## src/rtl/dlfp16_pkg.sv

```systemverilog
// rtl/dlfp16_pkg.sv - shared DLFloat16 sign-injection constants
//
// Purpose: opcode and sign-unit select encodings shared by the issue front end
//          and anything else that talks to the sign-injection datapath.
// Ports:   none (package).
package dlfp16_pkg;

   localparam int DLF16_W = 16;

   // request opcodes; any opcode with bit 2 set is illegal
   localparam logic [2:0] OP_FSGNJ  = 3'b000;
   localparam logic [2:0] OP_FSGNJN = 3'b001;
   localparam logic [2:0] OP_FSGNJX = 3'b010;
   localparam logic [2:0] OP_FNEG   = 3'b011;

   // sign-unit select encodings
   localparam logic [1:0] SEL_INV  = 2'b00;
   localparam logic [1:0] SEL_INJ  = 2'b01;
   localparam logic [1:0] SEL_INJN = 2'b10;
   localparam logic [1:0] SEL_INJX = 2'b11;

endpackage

```

## src/rtl/dlfp16_rsp_fifo.sv

```systemverilog
// rtl/dlfp16_rsp_fifo.sv - in-order show-ahead response FIFO
//
// Purpose: buffers captured sign-unit results; the head entry is visible
//          combinationally from storage with no extra cycle.
// Ports:   clk, rst_n      clock, asynchronous active-low reset
//          push, push_data write one entry (caller guarantees not full)
//          pop             retire the head (caller guarantees not empty)
//          head_data       current head entry
//          count           number of stored entries
module dlfp16_rsp_fifo #(
   parameter int DEPTH = 4,
   parameter int W     = 21
) (
   input  logic                       clk,
   input  logic                       rst_n,
   input  logic                       push,
   input  logic [W-1:0]               push_data,
   input  logic                       pop,
   output logic [W-1:0]               head_data,
   output logic [$clog2(DEPTH):0]     count
);

   localparam int AW = $clog2(DEPTH);

   logic [W-1:0]  mem [DEPTH];
   logic [AW-1:0] wr_ptr;
   logic [AW-1:0] rd_ptr;

   assign head_data = mem[rd_ptr];

   always_ff @(posedge clk or negedge rst_n) begin
      if (!rst_n) begin
         wr_ptr <= '0;
         rd_ptr <= '0;
         count  <= '0;
         for (int i = 0; i < DEPTH; i++) mem[i] <= '0;
      end else begin
         if (push) begin
            mem[wr_ptr] <= push_data;
            wr_ptr      <= wr_ptr + 1'b1;   // power-of-two depth: wraps naturally
         end
         if (pop) rd_ptr <= rd_ptr + 1'b1;
         case ({push, pop})
            2'b10:   count <= count + 1'b1;
            2'b01:   count <= count - 1'b1;
            default: count <= count;
         endcase
      end
   end

endmodule

```

## src/rtl/dlfp16_sgnj_issue.sv

```systemverilog
// rtl/dlfp16_sgnj_issue.sv - issue/collect front end for the DLFloat16 sign unit
//
// Purpose: accepts sign-op requests, drives the external combinational sign
//          unit from a one-entry register stage, captures its result into an
//          in-order response FIFO and returns it on a valid/ready channel.
// Ports:   clk, rst_n                      clock, asynchronous active-low reset
//          req_valid/req_ready/req_op/req_a/req_b/req_tag   request channel
//          sgn_in1/sgn_in2/sgn_sel/sgn_out                  sign-unit interface
//          rsp_valid/rsp_ready/rsp_data/rsp_tag/rsp_illegal response channel
//          busy                            work in stage 1 or FIFO
module dlfp16_sgnj_issue
   import dlfp16_pkg::*;
#(
   parameter int DEPTH = 4,
   parameter int TAG_W = 4
) (
   input  logic               clk,
   input  logic               rst_n,
   input  logic               req_valid,
   output logic               req_ready,
   input  logic [2:0]         req_op,
   input  logic [15:0]        req_a,
   input  logic [15:0]        req_b,
   input  logic [TAG_W-1:0]   req_tag,
   output logic [15:0]        sgn_in1,
   output logic [15:0]        sgn_in2,
   output logic [1:0]         sgn_sel,
   input  logic [15:0]        sgn_out,
   output logic               rsp_valid,
   input  logic               rsp_ready,
   output logic [15:0]        rsp_data,
   output logic [TAG_W-1:0]   rsp_tag,
   output logic               rsp_illegal,
   output logic               busy
);

   localparam int CW = $clog2(DEPTH) + 1;   // FIFO count width
   localparam int FW = DLF16_W + TAG_W + 1; // FIFO entry width

   logic               s1_valid;
   logic [2:0]         s1_op;
   logic [15:0]        s1_a;
   logic [15:0]        s1_b;
   logic [TAG_W-1:0]   s1_tag;
   logic               s1_illegal;

   logic [CW-1:0]      fifo_count;
   logic [FW-1:0]      fifo_head;
   logic [FW-1:0]      fifo_wdata;
   logic [CW:0]        in_flight;
   logic               accept;
   logic               pop;

   // Credit: stage 1 always pushes next edge, so reserve a slot for it.
   assign in_flight = {1'b0, fifo_count} + (CW+1)'(s1_valid);
   assign req_ready = rst_n && (in_flight < (CW+1)'(DEPTH));
   assign accept    = req_valid && req_ready;

   always_ff @(posedge clk or negedge rst_n) begin
      if (!rst_n) begin
         s1_valid <= 1'b0;
         s1_op    <= '0;
         s1_a     <= '0;
         s1_b     <= '0;
         s1_tag   <= '0;
      end else begin
         s1_valid <= accept;
         if (accept) begin
            s1_op  <= req_op;
            s1_a   <= req_a;
            s1_b   <= req_b;
            s1_tag <= req_tag;
         end
      end
   end

   assign s1_illegal = s1_op[2];

   always_comb begin
      sgn_sel = SEL_INV;
      sgn_in1 = '0;
      sgn_in2 = '0;
      if (s1_valid && !s1_illegal) begin
         sgn_in1 = s1_b;
         sgn_in2 = s1_a;
         case (s1_op)
            OP_FSGNJ:  sgn_sel = SEL_INJ;
            OP_FSGNJN: sgn_sel = SEL_INJN;
            OP_FSGNJX: sgn_sel = SEL_INJX;
            default: begin
               // FNEG: invert the sign of a, fed on both inputs
               sgn_sel = SEL_INV;
               sgn_in1 = s1_a;
               sgn_in2 = s1_a;
            end
         endcase
      end
   end

   // Illegal ops return zero data regardless of what the unit produces.
   assign fifo_wdata = {(s1_illegal ? 16'h0000 : sgn_out), s1_tag, s1_illegal};
   assign pop        = rsp_valid && rsp_ready;

   dlfp16_rsp_fifo #(
      .DEPTH (DEPTH),
      .W     (FW)
   ) u_rsp_fifo (
      .clk       (clk),
      .rst_n     (rst_n),
      .push      (s1_valid),
      .push_data (fifo_wdata),
      .pop       (pop),
      .head_data (fifo_head),
      .count     (fifo_count)
   );

   assign rsp_valid   = (fifo_count != '0);
   assign rsp_data    = fifo_head[FW-1 -: 16];
   assign rsp_tag     = fifo_head[TAG_W:1];
   assign rsp_illegal = fifo_head[0];
   assign busy        = s1_valid || rsp_valid;

endmodule
```

## config.mk

```make
export PLATFORM = sky130hd
export DESIGN_NAME = dlfp16_sgnj_issue
export DESIGN_NICKNAME = d
export VERILOG_FILES = /design/src/rtl/dlfp16_pkg.sv /design/src/rtl/dlfp16_rsp_fifo.sv /design/src/rtl/dlfp16_sgnj_issue.sv
export SDC_FILE = /design/constraint.sdc
export NUM_CORES = 1
export LEC_CHECK = 0
export CELL_PAD_IN_SITES_DETAIL_PLACEMENT = 2
export CELL_PAD_IN_SITES_GLOBAL_PLACEMENT = 2
export CORE_UTILIZATION = 35
export DETAILED_ROUTE_END_ITERATION = 6
export MAX_ROUTING_LAYER = met4
export PLACE_DENSITY = 0.79
export SLEW_MARGIN = 5
export SYNTH_ARGS = -nofsm -noshare
export SYNTH_HDL_FRONTEND = slang
export SYNTH_HIERARCHICAL = 1
export SYNTH_SLANG_ARGS = --single-unit
```

## constraint.sdc

```tcl
create_clock -name clk -period 2.7 [get_ports clk]
set_clock_uncertainty 0.15 [all_clocks]
set_input_delay 0.81 -clock clk [delete_from_list [all_inputs] [get_ports clk]]
set_output_delay 0.81 -clock clk [all_outputs]
set_load 0.03 [all_outputs]
```

* Word level (Yosys, flattened, before mapping)
Index checks and enable logic that the tools add are counted.
** Storage, ports and cells
- Bits in registers :: 131
- Bits in latches :: 0
- Memory bits (writable) :: 0
- Bits in read-only memories :: 0
- Input bits :: 59
- Output and inout port bits :: 58
- Word-level logic and storage cells :: 51
- Memories kept :: 0
** Operators by class
- Add/subtract/negate cells :: 5
- $mul :: 0
- Divide/modulo/power cells :: 0
- $lt $le $gt $ge :: 4
- Equal/unequal tests :: 4
- Shift-type cells :: 0
- Muxes and demuxes :: 13
- Bitwise gates (word level) :: 2
- Reductions and logical operators :: 11
** Operator list (count)
- $bwmux 84 :: 1
- $mux 16 :: 4
- $mux 21 :: 3
- $bmux 21 s2 :: 1
- $demux 21 s2 :: 1
- $ge 3x3->1 const B :: 2
- $not 2->3 :: 2
- $pmux 2 s3 :: 1
- $pmux 3 s2 :: 1
- $logic_and 1x1->1 :: 5
- $add 2x1->2 const B :: 2
- $add 3x1->4 :: 1
- $lt 4x3->1 const B :: 1
- $add 3x1->3 const B :: 1
- $eq 3x1->1 const B :: 1
- $eq 3x2->1 const B :: 1
- $logic_not 3->1 :: 1
- $lt 3x1->1 const B :: 1
- $reduce_bool 3->1 :: 1
- $reduce_or 3->1 :: 1
- $sub 3x1->3 const B :: 1
- $eq 2x1->1 const B :: 1
- $eq 2x2->1 const B :: 1
- $mux 2 :: 1
- 3 further kinds :: 3

* Logic depth before layout (Yosys ltp)
Gate-level depths: netlist of the first run.
- Word-level depth :: 6
- Depth in mapped cells :: 7
- Mapped depth without buffers :: 7

* Cells and area by module
The synthesis of the first run kept the hierarchy.
** Modules (own cells, without submodules)
- dlfp16_rsp_fifo :: times used 1, cells each 234, area an instance 4025.1 µm², seq. area each 2277.2 µm²
- dlfp16_sgnj_issue :: times used 1, cells each 184, area an instance 2024.4 µm², seq. area each 1001.0 µm²

* Worst setup path after synthesis of the first run
Ideal clock, no wire load.
- Path type :: register to output
- From :: register s1_op[2]
- To :: output sgn_in1[0]
- Data arrival time :: 1440 ps
- Data required time :: 1740 ps
- Setup slack :: 300 ps
- Stages on the path, launching flop included :: 5
- Path buffers :: 2
- Cells stage by stage :: dfrtp_1 nand2b_1 buf_2 buf_2 a21oi_1
** Between the ends
- Word-level cells in the longest chain between the ends :: 4
- Elaborated cells between the ends (all ways) :: 8
- Those cells by class :: eq/ne (2); mux (2); reduce/logical (4)
** RTL lines
- from (decl) :: RTL line dlfp16_sgnj_issue.sv:41 : logic [2:0] s1_op;
- from (signal assigned) :: RTL line dlfp16_sgnj_issue.sv:69 : s1_op <= req_op;
- $eq 3x2->1, or another cell as far along :: RTL line dlfp16_sgnj_issue.sv:86 : case (s1_op)
- $reduce_or 3->1 (no source line)
- $mux 16 :: RTL line dlfp16_sgnj_issue.sv:86
- $mux 16 (*) :: RTL line dlfp16_sgnj_issue.sv:83 : if (s1_valid && !s1_illegal) begin
- to (decl) :: RTL line dlfp16_sgnj_issue.sv:25 : output logic [15:0] sgn_in1,
Every way passes the cells marked *; elsewhere a longest branch is shown, timed or not.

* Worst setup path in the final report of the first run
- From :: register u_rsp_fifo.rd_ptr[0]
- To :: output rsp_data[8]
** Between the ends
- Word-level cells in the longest chain between the ends :: 4
** RTL lines
- from (decl) :: RTL line dlfp16_rsp_fifo.sv:27 : logic [AW-1:0] rd_ptr;
- from (signal assigned) :: RTL line dlfp16_rsp_fifo.sv:42 : if (pop) rd_ptr <= rd_ptr + 1'b1;
- $not 2->3 (not written as such) :: RTL line dlfp16_rsp_fifo.sv:29 : assign head_data = mem[rd_ptr];
- $bmux 21 s2 :: RTL line dlfp16_rsp_fifo.sv:29
- $mux 21 (not written as such) (2 in a row) :: RTL line dlfp16_rsp_fifo.sv:29
- to (decl) :: RTL line dlfp16_sgnj_issue.sv:31 : output logic [15:0] rsp_data,
No other way between the ends. The select of a mux whose other input is x is not followed.

==> summary.json, run 1 <==
{
  "run_status": {"value": "finished, violations left"},
  "violations": {"value": "negative setup slack"},
  "layout-area-overhead-vs-synth": {"value": 34.4, "unit": "%"},
  "dp_cells": {"value": 755},
  "grt_util_met2": {"value": 34.2, "unit": "%"},
  "hold_critical_path_endpoint": {"value": "s1_b[5]"},
  "layout_worst_path_cycle_share": {"value": 103, "unit": "%"},
  "synth_top_family_by_area": {"value": "multiplexers"},
  "maxSlewViolCount": {"value": 0},
  "power.static_leakage": {"value": 0.00359, "unit": "uW"},
  "cp-end-kind": {"value": "output pin"},
  "final_layout_fill_cell_count": {"value": 1614},
  "fin_hold_ws": {"value": 344, "unit": "ps"},
  "setup_viol": {"value": 9},
  "cts-buffers-inserted": {"value": 17},
  "port-buffer-count": {"value": 116},
  "clk_transition_reported_paths": {"value": 50, "unit": "ps"},
  "synthesis.instances": {"value": 418},
  "slew-limit-headroom": {"value": 53.0, "unit": "%"},
  "max_clock_freq": {"value": 0.361, "unit": "GHz"},
  "grt_first_pass_wirelength": {"value": 25.3, "unit": "mm"},
  "worst_slack": {"value": -69.1, "unit": "ps"},
  "crit_path_max_incr_delay": {"value": 520, "unit": "ps"},
  "timing.hold.worst.class": {"value": "flip-flop to flip-flop"},
  "reg2reg_depth": {"value": 7},
  "num_io_pins": {"value": 117},
  "detailedRoute.firstPassIterationCount": {"value": 4},
  "reg2reg_slack": {"value": 350, "unit": "ps"},
  "postRouteAntennaNets": {"value": 0},
  "post_route_core_utilization": {"value": 48.7, "unit": "%"},
  "grt_util_met3": {"value": 3.23, "unit": "%"},
  "avgViaCountPerCell": {"value": 4.93},
  "worst_hold_path.num_cells": {"value": 1},
  "cp_max_fo": {"value": 6},
  "dpl_cell_area": {"value": 0.00745, "unit": "sq mm"},
  "routed_wire_length_per_instance": {"value": 20.3, "unit": "um"},
  "synth-compound-area-share": {"value": 1.94, "unit": "%"},
  "grt_max_degree": {"value": 132},
  "place_congestion": {"value": 0.738},
  "required": {"value": 1740, "unit": "ps"},
  "grt_overflow_total": {"value": 0},
  "critical_path.reg2reg.endpoint": {"value": "u_rsp_fifo/count[2]"},
  "start_util": {"value": 36.2, "unit": "%"},
  "dp_hpwl": {"value": 10.4, "unit": "mm"},
  "yosys.area_share.xor_xnor": {"value": 1.01, "unit": "%"},
  "syn-cell-area": {"value": 0.00605, "unit": "sq mm"},
  "design_area": {"value": 0.00813, "unit": "sq mm"},
  "avgSynthCellArea": {"value": 14.5, "unit": "sq um"},
  "post_synth_num_cell_types": {"value": 28},
  "crit-reg2reg-launch": {"value": "u_rsp_fifo/count[2]"},
  "synthesis.nets": {"value": 483},
  "slowest_stage": {"value": "sky130_fd_sc_hd__mux4_2"},
  "h-tree-depth": {"value": 4},
  "grt_most_used_layer": {"value": "met2"},
  "data_arrival_time_of_the_worst_path": {"value": 1810, "unit": "ps"},
  "grtUsageMet1": {"value": 23.3, "unit": "%"},
  "timing.critical_path.mode_cell": {"value": "sky130_fd_sc_hd__buf_6"},
  "yosys_synthesis_warning_count": {"value": 6},
  "worst_skew_late_latency": {"value": 410, "unit": "ps"},
  "num-nets-final": {"value": 629},
  "timing.max_cap.violations": {"value": 0},
  "critical_path.cell_chain": {"value": "buf_12, buf_6, mux4_2, buf_6"},
  "post-route-drc-count": {"value": 0},
  "cts_tree": {"value": "yes"},
  "ctsRootBufferMaster": {"value": "sky130_fd_sc_hd__clkbuf_16"},
  "numClockSinks": {"value": 131},
  "track_usage": {"value": 19.8, "unit": "%"},
  "post_synth_fa_ha_maj_area_fraction": {"value": 1.37, "unit": "%"},
  "antenna_cells_inserted": {"value": 0},
  "power.density_cell_area": {"value": 1270, "unit": "mW/mm^2"},
  "period_needed": {"value": 2770, "unit": "ps"},
  "seq_area_frac_synth": {"value": 54.2, "unit": "%"},
  "timing.critical_path.from_type": {"value": "flip-flop"},
  "fp.dieArea": {"value": 0.0178, "unit": "sq mm"},
  "rsz0062_at_grt": {"value": "yes"},
  "proportion_of_layout_cells_with_a_drive_suffix_above_1": {"value": 47.3, "unit": "%"},
  "wirelength": {"value": 16.1, "unit": "mm"},
  "grt_pass1_vias": {"value": 4532},
  "antenna_violations_before_repair": {"value": 0},
  "die_h": {"value": 133, "unit": "um"},
  "tightestPinTransition": {"value": 706, "unit": "ps"},
  "critical_path_class": {"value": "flip-flop to output pin"},
  "cts_hold_buffers": {"value": 0},
  "vias": {"value": 3899},
  "stdcell_count": {"value": 791},
  "synth-simple-area-share": {"value": 6.76, "unit": "%"},
  "finalHoldViolCount": {"value": 0},
  "core_region_area": {"value": 0.0167, "unit": "sq mm"},
  "rows": {"value": 47},
  "drt_iter0_drc": {"value": 131},
  "synth.ff_latch_count": {"value": 131},
  "synthMuxAreaShare": {"value": 31.1, "unit": "%"},
  "chipWidth": {"value": 133, "unit": "um"},
  "worst_hold_launch": {"value": "s1_b[5]"},
  "cts_max_path_buffers": {"value": 2},
  "worst_ir_drop_vdd": {"value": 0.607, "unit": "mV"}
}
-- registers in the layout, summed over array words and instances (netlist names) --
signal,cells
u_rsp_fifo/wr_ptr,2
u_rsp_fifo/rd_ptr,2
s1_tag,4
s1_a,16
u_rsp_fifo/mem,84
s1_op,3
s1_valid,1
u_rsp_fifo/count,3
s1_b,16
-- cells in the final DEF, fill, tap and decap left out, types with 2 or more instances in the layout --
cell	n
sky130_fd_sc_hd__clkdlybuf4s50_1	57
sky130_fd_sc_hd__buf_6	32
sky130_fd_sc_hd__dfrtp_1	128
sky130_fd_sc_hd__buf_4	51
sky130_fd_sc_hd__xor2_1	3
sky130_fd_sc_hd__dfrtp_2	3
sky130_fd_sc_hd__nand2_1	38
sky130_fd_sc_hd__nor2_1	3
sky130_fd_sc_hd__mux2_1	2
sky130_fd_sc_hd__mux2_2	122
sky130_fd_sc_hd__a21oi_1	16
sky130_fd_sc_hd__nor2b_1	16
sky130_fd_sc_hd__ha_1	5
sky130_fd_sc_hd__clkbuf_16	17
sky130_fd_sc_hd__dlygate4sd2_1	3
sky130_fd_sc_hd__clkinv_2	3
sky130_fd_sc_hd__inv_1	4
sky130_fd_sc_hd__xnor2_1	4
sky130_fd_sc_hd__and2_1	17
sky130_fd_sc_hd__buf_12	6
sky130_fd_sc_hd__mux4_2	21
sky130_fd_sc_hd__buf_2	2
sky130_fd_sc_hd__clkbuf_8	2
-- power by group --
part	internal, uW	leakage (uW)	switching, uW
clock	1280	0.000255	804
sequential	2930	0.00159	624
combinational	2500	0.00175	2220
total	6710	0.00359	3650
-- repair_timing --
action,CTS,global route
setup buffers,9,1
gates resized for setup,151,19
gates cloned,1,1
endpoints found under the setup margin,40,43
-- critical path: cells and delay by family (launching register included) --
kind,cells,cell delay (ps)
mux,1,520
flops,1,460
buf+inv,3,420
-- routing by layer --
metal	vias up	part of all wire, %
met5	-	0
li1	1762	-
met1	2046	42
met2	69	54
met3	22	2.1
met4	0	1.7
-- cells by family after synthesis --
group,count (synthesis)
simple gates,81
flops,131
compound gates,19
fa+ha+maj,6
xor+xnor,7
mux,145
buf+inv,29
-- per-stage QoR --
stage	power, uW	TNS [ps]	setup WS (ps)
after global routing	11000	-1040	-121
after floorplan	6340	0	300
after detailed placement	7960	-234	-42.0
final	10400	-402	-69.1
after global placement	7700	-185	-21.6
after CTS	10400	-963	-130
-- worst max path at each step --
| stage | startpoint | endpoint | slack [ps] | depth (start not counted) |
|---|---|---|---|---|
| 5_1_grt | u_rsp_fifo/rd_ptr[0] | rsp_tag[2] | -120 | 4 |
| 6_report | u_rsp_fifo/rd_ptr[0] | rsp_data[8] | -70 | 4 |
| 3_3_place_gp | u_rsp_fifo/rd_ptr[0] | rsp_data[4] | -20 | 3 |
| 4_1_cts | u_rsp_fifo/rd_ptr[0] | rsp_data[3] | -130 | 3 |
| 2_1_floorplan | s1_op[2] | sgn_in1[0] | 300 | 4 |
| 3_5_place_dp | u_rsp_fifo/rd_ptr[0] | rsp_data[2] | -40 | 3 |
-- synthesized netlist by cell type --
library cell                 n  area share [%]
sky130_fd_sc_hd__clkbuf_1    3            0.19
sky130_fd_sc_hd__ha_1        5             1.0
sky130_fd_sc_hd__inv_1       4            0.25
sky130_fd_sc_hd__fa_1        1            0.33
sky130_fd_sc_hd__a311oi_4    1            0.43
sky130_fd_sc_hd__nand2b_1    1            0.10
sky130_fd_sc_hd__nor2b_1    17             1.8
sky130_fd_sc_hd__mux4_1      3             1.3
sky130_fd_sc_hd__a21oi_1    16             1.3
sky130_fd_sc_hd__buf_6       5            0.93
sky130_fd_sc_hd__o21ai_0     1           0.083
sky130_fd_sc_hd__nand2_1    39             2.4
sky130_fd_sc_hd__xnor2_1     4            0.58
sky130_fd_sc_hd__dfrtp_1   131              54
sky130_fd_sc_hd__buf_2       5            0.41
sky130_fd_sc_hd__or2_2       1            0.10
sky130_fd_sc_hd__buf_4       9             1.1
sky130_fd_sc_hd__nand2b_4    1            0.23
sky130_fd_sc_hd__xor2_1      3            0.43
sky130_fd_sc_hd__or3_1       1            0.10
sky130_fd_sc_hd__mux4_2     18             6.7
sky130_fd_sc_hd__clkbuf_2    1           0.083
sky130_fd_sc_hd__nor2_1      3            0.19
sky130_fd_sc_hd__mux2_1      2            0.37
sky130_fd_sc_hd__buf_12      2            0.66
sky130_fd_sc_hd__mux2_2    122              23
sky130_fd_sc_hd__and2_1     18             1.9
sky130_fd_sc_hd__a31oi_1     1            0.10
-- layout make-up --
type	count	area (sq um)	share of cell area, %
Timing Repair Buffer	152	1490	18.3
Tap cell	220	275	3.38
Multi-Input combinational cell	258	2560	31.4
Sequential cell	131	3280	40.4
Inverter	4	15.0	0.185
Clock inverter	6	61.3	0.754
Clock buffer	20	457	5.62
No activity file was read; power rests on OpenSTA's default activity.
==> run 2, diff against run 1 <==
REMOVE_ABC_BUFFERS = 1   (was not set)
==> summary.json, run 2 (same netlist as run 1, synthesis figures left out) <==
{
  "power.density_cell_area": {"value": 1310, "unit": "mW/mm^2", "change": "was 1270 mW/mm^2"},
  "cts_max_path_buffers": {"value": 2, "change": "unchanged"},
  "cp-end-kind": {"value": "output pin", "change": "unchanged"},
  "multiInputGateArea": {"value": 0.00255, "unit": "sq mm", "change": "was 0.00256 sq mm"},
  "largest_reg_flops": {"value": 84, "change": "unchanged"},
  "num_io_pins": {"value": 117, "change": "unchanged"},
  "clk_transition_reported_paths": {"value": 60, "unit": "ps", "change": "was 50 ps"},
  "critical_path_class": {"value": "flip-flop to output pin", "change": "unchanged"},
  "registers.top_by_ff_count": {"value": "u_rsp_fifo/mem", "change": "unchanged"},
  "mostFrequentLayoutCell": {"value": "sky130_fd_sc_hd__dfrtp_1", "change": "unchanged"},
  "max_clock_freq": {"value": 0.367, "unit": "GHz", "change": "was 0.361 GHz"},
  "ctsRootBufferMaster": {"value": "sky130_fd_sc_hd__clkbuf_16", "change": "unchanged"},
  "stdcell_count": {"value": 783, "change": "was 791"},
  "fp.dieArea": {"value": 0.0178, "unit": "sq mm", "change": "unchanged"},
  "rsz0062_at_grt": {"value": "yes", "change": "unchanged"},
  "timing.hold.worst.class": {"value": "flip-flop to flip-flop", "change": "unchanged"},
  "timing.critical_path.mode_cell": {"value": "sky130_fd_sc_hd__buf_12", "change": "was sky130_fd_sc_hd__buf_6"},
  "core_region_area": {"value": 0.0167, "unit": "sq mm", "change": "unchanged"},
  "worst_slack": {"value": -27.1, "unit": "ps", "change": "was -69.1 ps"},
  "finalHoldViolCount": {"value": 0, "change": "unchanged"},
  "die_h": {"value": 133, "unit": "um", "change": "unchanged"},
  "postRouteAntennaNets": {"value": 0, "change": "unchanged"},
  "critical_path.cell_chain": {"value": "buf_12, buf_12, mux4_2, buf_12", "change": "was buf_12, buf_6, mux4_2, buf_6"},
  "run_status": {"value": "finished, violations left", "change": "unchanged"},
  "wirelength": {"value": 16.1, "unit": "mm", "change": "about the same"},
  "proportion_of_layout_cells_with_a_drive_suffix_above_1": {"value": 45.6, "unit": "%", "change": "was 47.3%"},
  "grt_overflow_total": {"value": 0, "change": "unchanged"},
  "avgViaCountPerCell": {"value": 4.95, "change": "was 4.93"},
  "antenna_violations_before_repair": {"value": 0, "change": "unchanged"},
  "layout-area-overhead-vs-synth": {"value": 33.7, "unit": "%", "change": "was 34.4%"},
  "start_util": {"value": 36.2, "unit": "%", "change": "unchanged"},
  "tightestPinTransition": {"value": 716, "unit": "ps", "change": "was 706 ps"},
  "antenna_cells_inserted": {"value": 0, "change": "unchanged"},
  "cts_tree": {"value": "yes", "change": "unchanged"},
  "seqCellArea": {"value": 0.00328, "unit": "sq mm", "change": "about the same"},
  "slew-limit-headroom": {"value": 52.3, "unit": "%", "change": "was 53.0%"},
  "timing.max_cap.violations": {"value": 0, "change": "unchanged"},
  "cp_max_fo": {"value": 7, "change": "was 6"},
  "grt_first_pass_wirelength": {"value": 25.9, "unit": "mm", "change": "was 25.3 mm"},
  "chipWidth": {"value": 133, "unit": "um", "change": "unchanged"},
  "slowest_stage": {"value": "sky130_fd_sc_hd__mux4_2", "change": "unchanged"},
  "final.setup.tns": {"value": -98.1, "unit": "ps", "change": "was -402 ps"},
  "biggestRegsByFlops": {"value": "u_rsp_fifo/mem: 84 flops, s1_a: 16 flops, s1_b: 16 flops", "change": "unchanged"},
  "grt_pass1_vias": {"value": 4567, "change": "was 4532"},
  "rows": {"value": 47, "change": "unchanged"},
  "violations": {"value": "negative setup slack", "change": "unchanged"},
  "track_usage": {"value": 20.1, "unit": "%", "change": "was 19.8%"},
  "pre_cts_slack": {"value": -83.4, "unit": "ps", "change": "was -42.0 ps"},
  "place_congestion": {"value": 0.728, "change": "was 0.738"},
  "grt_max_degree": {"value": 132, "change": "unchanged"},
  "data_arrival_time_of_the_worst_path": {"value": 1770, "unit": "ps", "change": "was 1810 ps"},
  "final_layout_fill_cell_count": {"value": 1581, "change": "was 1614"},
  "numClockSinks": {"value": 131, "change": "unchanged"},
  "most-common-layout-cells": {"value": "sky130_fd_sc_hd__dfrtp_1 (130), sky130_fd_sc_hd__mux2_2 (122), sky130_fd_sc_hd__clkdlybuf4s50_1 (57)", "change": "was sky130_fd_sc_hd__dfrtp_1 (128), sky130_fd_sc_hd__mux2_2 (122), sky130_fd_sc_hd__clkdlybuf4s50_1 (57)"},
  "dp_hpwl": {"value": 10.5, "unit": "mm", "change": "was 10.4 mm"},
  "post-route-drc-count": {"value": 0, "change": "unchanged"},
  "cts-buffers-inserted": {"value": 17, "change": "unchanged"},
  "worst_skew_late_latency": {"value": 410, "unit": "ps", "change": "about the same"},
  "timing.critical_path.from_type": {"value": "flip-flop", "change": "unchanged"},
  "layout_worst_path_cycle_share": {"value": 101, "unit": "%", "change": "was 103%"},
  "routed_wire_length_per_instance": {"value": 20.6, "unit": "um", "change": "was 20.3 um"},
  "drt_iter0_drc": {"value": 105, "change": "was 131"},
  "period_needed": {"value": 2730, "unit": "ps", "change": "was 2770 ps"},
  "port-buffer-count": {"value": 116, "change": "unchanged"},
  "largest_delay_share_family_worst_path": {"value": "multiplexers", "change": "unchanged"},
  "power.static_leakage": {"value": 0.00357, "unit": "uW", "change": "was 0.00359 uW"},
  "critPathBufInv": {"value": 3, "change": "unchanged"},
  "worst_ir_drop_vdd": {"value": 0.694, "unit": "mV", "change": "was 0.607 mV"},
  "dp_cells": {"value": 747, "change": "was 755"},
  "vias": {"value": 3877, "change": "was 3899"},
  "num-nets-final": {"value": 616, "change": "was 629"},
  "detailedRoute.firstPassIterationCount": {"value": 4, "change": "unchanged"},
  "maxSlewViolCount": {"value": 0, "change": "unchanged"},
  "h-tree-depth": {"value": 4, "change": "unchanged"},
  "required": {"value": 1740, "unit": "ps", "change": "about the same"},
  "crit_path_max_incr_delay": {"value": 550, "unit": "ps", "change": "was 520 ps"},
  "setup_viol": {"value": 5, "change": "was 9"}
}
-- run 2: worst paths after layout --
path / start / endpoint / slack [ps] / cells after the start
max: u_rsp_fifo/rd_ptr[0] / rsp_tag[3] / -30 / 4
min: s1_b[5] / s1_b[5] / 350 / 1
min reg2reg: s1_b[5] / s1_b[5] / 350 / 1
min in group asynchronous: rst_n / s1_b[12] / 360 / 2
max in group asynchronous: rst_n / u_rsp_fifo/mem[22] / 1500 / 2
max reg2reg: u_rsp_fifo/count[2] / u_rsp_fifo/count[2] / 340 / 7
-- run 2: metrics by stage --
| step | area [sq um] | total power [uW] | util [%] | hold slack (ps) |
|---|---|---|---|---|
| after floorplan | 5840 | 6170 | - | 307 |
| after global placement | 7460 | 7740 | 44.7 | 318 |
| after detailed placement | 7460 | 8030 | 44.7 | 333 |
| after CTS | 8120 | 10600 | 48.6 | 346 |
| after global routing | 8090 | 11100 | 48.4 | 365 |
| final | 8090 | 10600 | 48.4 | 345 |
-- run 2: worst register-to-register path, cell delays in order, from the launching register on --
cell	delay, ps
sky130_fd_sc_hd__dfrtp_1	400
sky130_fd_sc_hd__or3_1	410
sky130_fd_sc_hd__and2_1	220
sky130_fd_sc_hd__ha_1	260
sky130_fd_sc_hd__fa_1	400
sky130_fd_sc_hd__xnor2_1	140
sky130_fd_sc_hd__nor2_1	130
sky130_fd_sc_hd__xor2_1	180
-- run 2: layout make-up --
cell class | instances | share of cell area, %
Sequential cell | 131 | 40.6
Clock inverter | 10 | 1.64
Timing Repair Buffer | 139 | 17.0
Inverter | 4 | 0.186
Tap cell | 220 | 3.40
Clock buffer | 21 | 5.69
Multi-Input combinational cell | 258 | 31.5
-- run 2: where the power goes --
group	total, uW	switching, uW	internal, uW
clock	2330	841	1490
sequential	3540	610	2930
combinational	4690	2240	2450
total	10600	3690	6870
-- run 2: layer usage --
metal | wire (um) | GRT usage [%]
met1 | 6510 | 22.7
met2 | 8350 | 34.3
met3 | 1080 | 5.78
met4 | 193 | 6.38
met5 | 0 | -
-- run 2: repair_timing --
item,in CTS,in global routing
cloned,1,0
pin swaps,0,0
endpoints found under the setup margin,55,38
hold buffers,0,0
resized for setup,177,37
setup buffers,2,3
==> RTL change: new RTL, settings of run 1 <==
`TAG_W`: 4 -> 6.
--- a/src/rtl/dlfp16_sgnj_issue.sv
+++ b/src/rtl/dlfp16_sgnj_issue.sv
@@ -13,5 +13,5 @@
 #(
    parameter int DEPTH = 4,
-   parameter int TAG_W = 4
+   parameter int TAG_W = 6
 ) (
    input  logic               clk,
Ports: changed (resized req_tag and rsp_tag); port bits go from 117 to 121. The function was not compared with the original's and may differ.
==> RTL change against run 1 <==
- the flow finishes with violations (DRC, setup timing)
- combinational power grew 6.4%
- worst setup slack gained 0.010 ns
- routed wire length grew 9.3%
- non-clock buffer count shrank 4
- final area grew 6.6%
- register-to-register slack lost 0.15 ns
- sequential cell count grew 10
- power grew 9.4%
- area after synthesis grew 7.9%
- count of clock-buffer cells in the layout shrank 1
- first-iteration DRC count grew 25%
- critical path type unchanged
- critical endpoint is now rsp_data[2]
==> RTL change: results (changes against run 1) <==
| Metric | Value |
|---|---|
| Status | `finished, violations left` |
| Failing checks | `DRC, setup timing` |
| Synth top area cells | `dfrtp_1 (54%), mux2_2 (22%), mux4_2 (6.2%), buf_6 (2.2%), mux4_1 (2.0%)` |
| Initial antenna violation count | `0 (unchanged)` |
| Critical path's slowest cell | `mux4_2` |
| Nets | `649 (+3.2%)` |
| First-pass GRT wire length | `28.09 mm (+11%)` |
| Synth top cells by count | `dfrtp_1 (141), mux2_2 (129), nand2_1 (35)` |
| Final Setup Violations | `18 (+9)` |
| CTS Sinks | `141 (+7.6%)` |
| Tot GR Track Use | `20.12% (+0.31 points)` |
| Post-synth ARST share | `100.0% (unchanged)` |
| Final worst setup slack | `-0.05874 ns (+0.01041 ns)` |
| Hold_sp | `u_rsp_fifo/mem[47]$_DFFE_PN0P_` |
| Final Wtd Congestion | `0.7617 (+3.2%)` |
| Vias in the first global route | `4,956 (+9.4%)` |
| Clock root buffer | `clkbuf_16` |
| Worst Hold Path EP | `u_rsp_fifo/mem[47]$_DFFE_PN0P_` |
| Iter 0 DRT Violations | `164 (+25%)` |
| Place WS | `0.002401 ns (+0.04442 ns)` |
| Hpwl dp | `11.24 mm (+7.6%)` |
| Post-synthesis sequential area ratio | `54.03% (-0.15 points)` |
| Peak VDD IR | `0.5032 mV (-17%)` |
| FILL cells | `1,733 (+7.4%)` |
| TNS Setup | `-0.4962 ns (-0.09466 ns)` |
| Mapped Nets | `508 (+5.2%)` |
| IO Port Bufs | `120 (+3.4%)` |
| TritonRoute pass-1 iters | `6 (+2)` |
| R2r startpoint | `u_rsp_fifo/count[2]$_DFFE_PN0P_` |
| FF-to-FF path depth | `8 (+1)` |
| Residual DRC | `8 (+8)` |
| Total wire length | `17.55 mm (+9.3%)` |
| Leak | `0.003840 µW (+6.9%)` |
| Largest net degree at the start of global routing | `142 (+7.6%)` |
| Fraction of layout instances using a drive strength above 1 | `47.81% (+0.53 points)` |
| Slew @ Worst Pin | `0.7751 ns (+0.06955 ns)` |
| Vias/cell | `5.074 (+2.9%)` |
| Max FO, Critical Path | `4 (-2)` |
| CTS buffer count | `17 (unchanged)` |
| Setup slack, reg-to-reg | `0.20 ns (-0.15 ns)` |
| Biggest regs | `u_rsp_fifo/mem: 92 flops, s1_a: 16 flops, s1_b: 16 flops` |
-- RTL change: cell count changes in the layout (fill, tap and decap cells not counted), sizes merged, moves of 3 or more --
cell,before,now
buf,92,86
bufinv,1,4
clkinvlp,1,4
dfrtp,131,141
mux2,124,134
-- RTL change: cell type report --
class | count | area, µm² | area share [%]
Sequential cell | 141 | 3533 | 40.76
Inverter | 4 | 15.01 | 0.1732
Multi-Input combinational cell | 270 | 2738 | 31.58
Tap cell | 229 | 286.5 | 3.305
Clock inverter | 12 | 170.2 | 1.963
Clock buffer | 19 | 442.9 | 5.110
Timing Repair Buffer | 148 | 1483 | 17.10
-- RTL change: worst max-delay path by stage --
stage,startpoint,end,slack (ns),cells past startpoint
CTS,u_rsp_fifo/count[2]$_DFFE_PN0P_,busy,-0.15,3
finish,u_rsp_fifo/rd_ptr[0]$_DFFE_PN0P_,rsp_data[2],-0.06,4
detailed placement,u_rsp_fifo/count[2]$_DFFE_PN0P_,busy,0.002,3
global placement,u_rsp_fifo/count[2]$_DFFE_PN0P_,busy,0.03,3
floorplan,u_rsp_fifo/count[1]$_DFFE_PN0P_,u_rsp_fifo/count[2]$_DFFE_PN0P_,0.25,7
global route,u_rsp_fifo/rd_ptr[0]$_DFFE_PN0P_,rsp_data[0],-0.12,4
-- RTL change: stage by stage --
| step | hold slack, ns | instances | cell area, µm² |
|---|---|---|---|
| 2_1_floorplan | 0.3055 | 441 | 6530 |
| 3_3_place_gp | 0.3153 | 785 | 7849 |
| 3_5_place_dp | 0.3391 | 785 | 7849 |
| 4_1_cts | 0.3531 | 822 | 8643 |
| 5_1_grt | 0.3674 | 823 | 8668 |
| 6_report | 0.3477 | 823 | 8668 |
-- RTL change: per-layer routing --
layer | vias to the layer above | GRT usage (%) | share of wire [%]
li1 | 1842 | - | -
met1 | 2220 | 21.75 | 39
met2 | 85 | 35.85 | 55
met3 | 29 | 4.420 | 3.0
met4 | 0 | 7.924 | 2.4
met5 | - | - | 0
-- RTL change: timing repair --
| action | in CTS | in global routing |
|---|---|---|
| endpoints found under the setup margin | 49 | 51 |
| pin swaps | 0 | 0 |
| gates resized for setup | 83 | 14 |
| buffers inserted | 6 | 2 |
| gates cloned | 0 | 0 |
-- RTL change: kinds of logic after synthesis --
kind of cell / share of synthesized area, %
mux: 31.33
flops: 54.03
simple gates: 6.745
buf+inv: 3.890
compound gates: 1.801
xor+xnor: 0.9389
fa+ha+maj: 1.265
-- RTL change: power by group --
part | internal (µW) | switching, µW
clock network | 1560 | 903
registers | 3150 | 697
logic | 2630 | 2390
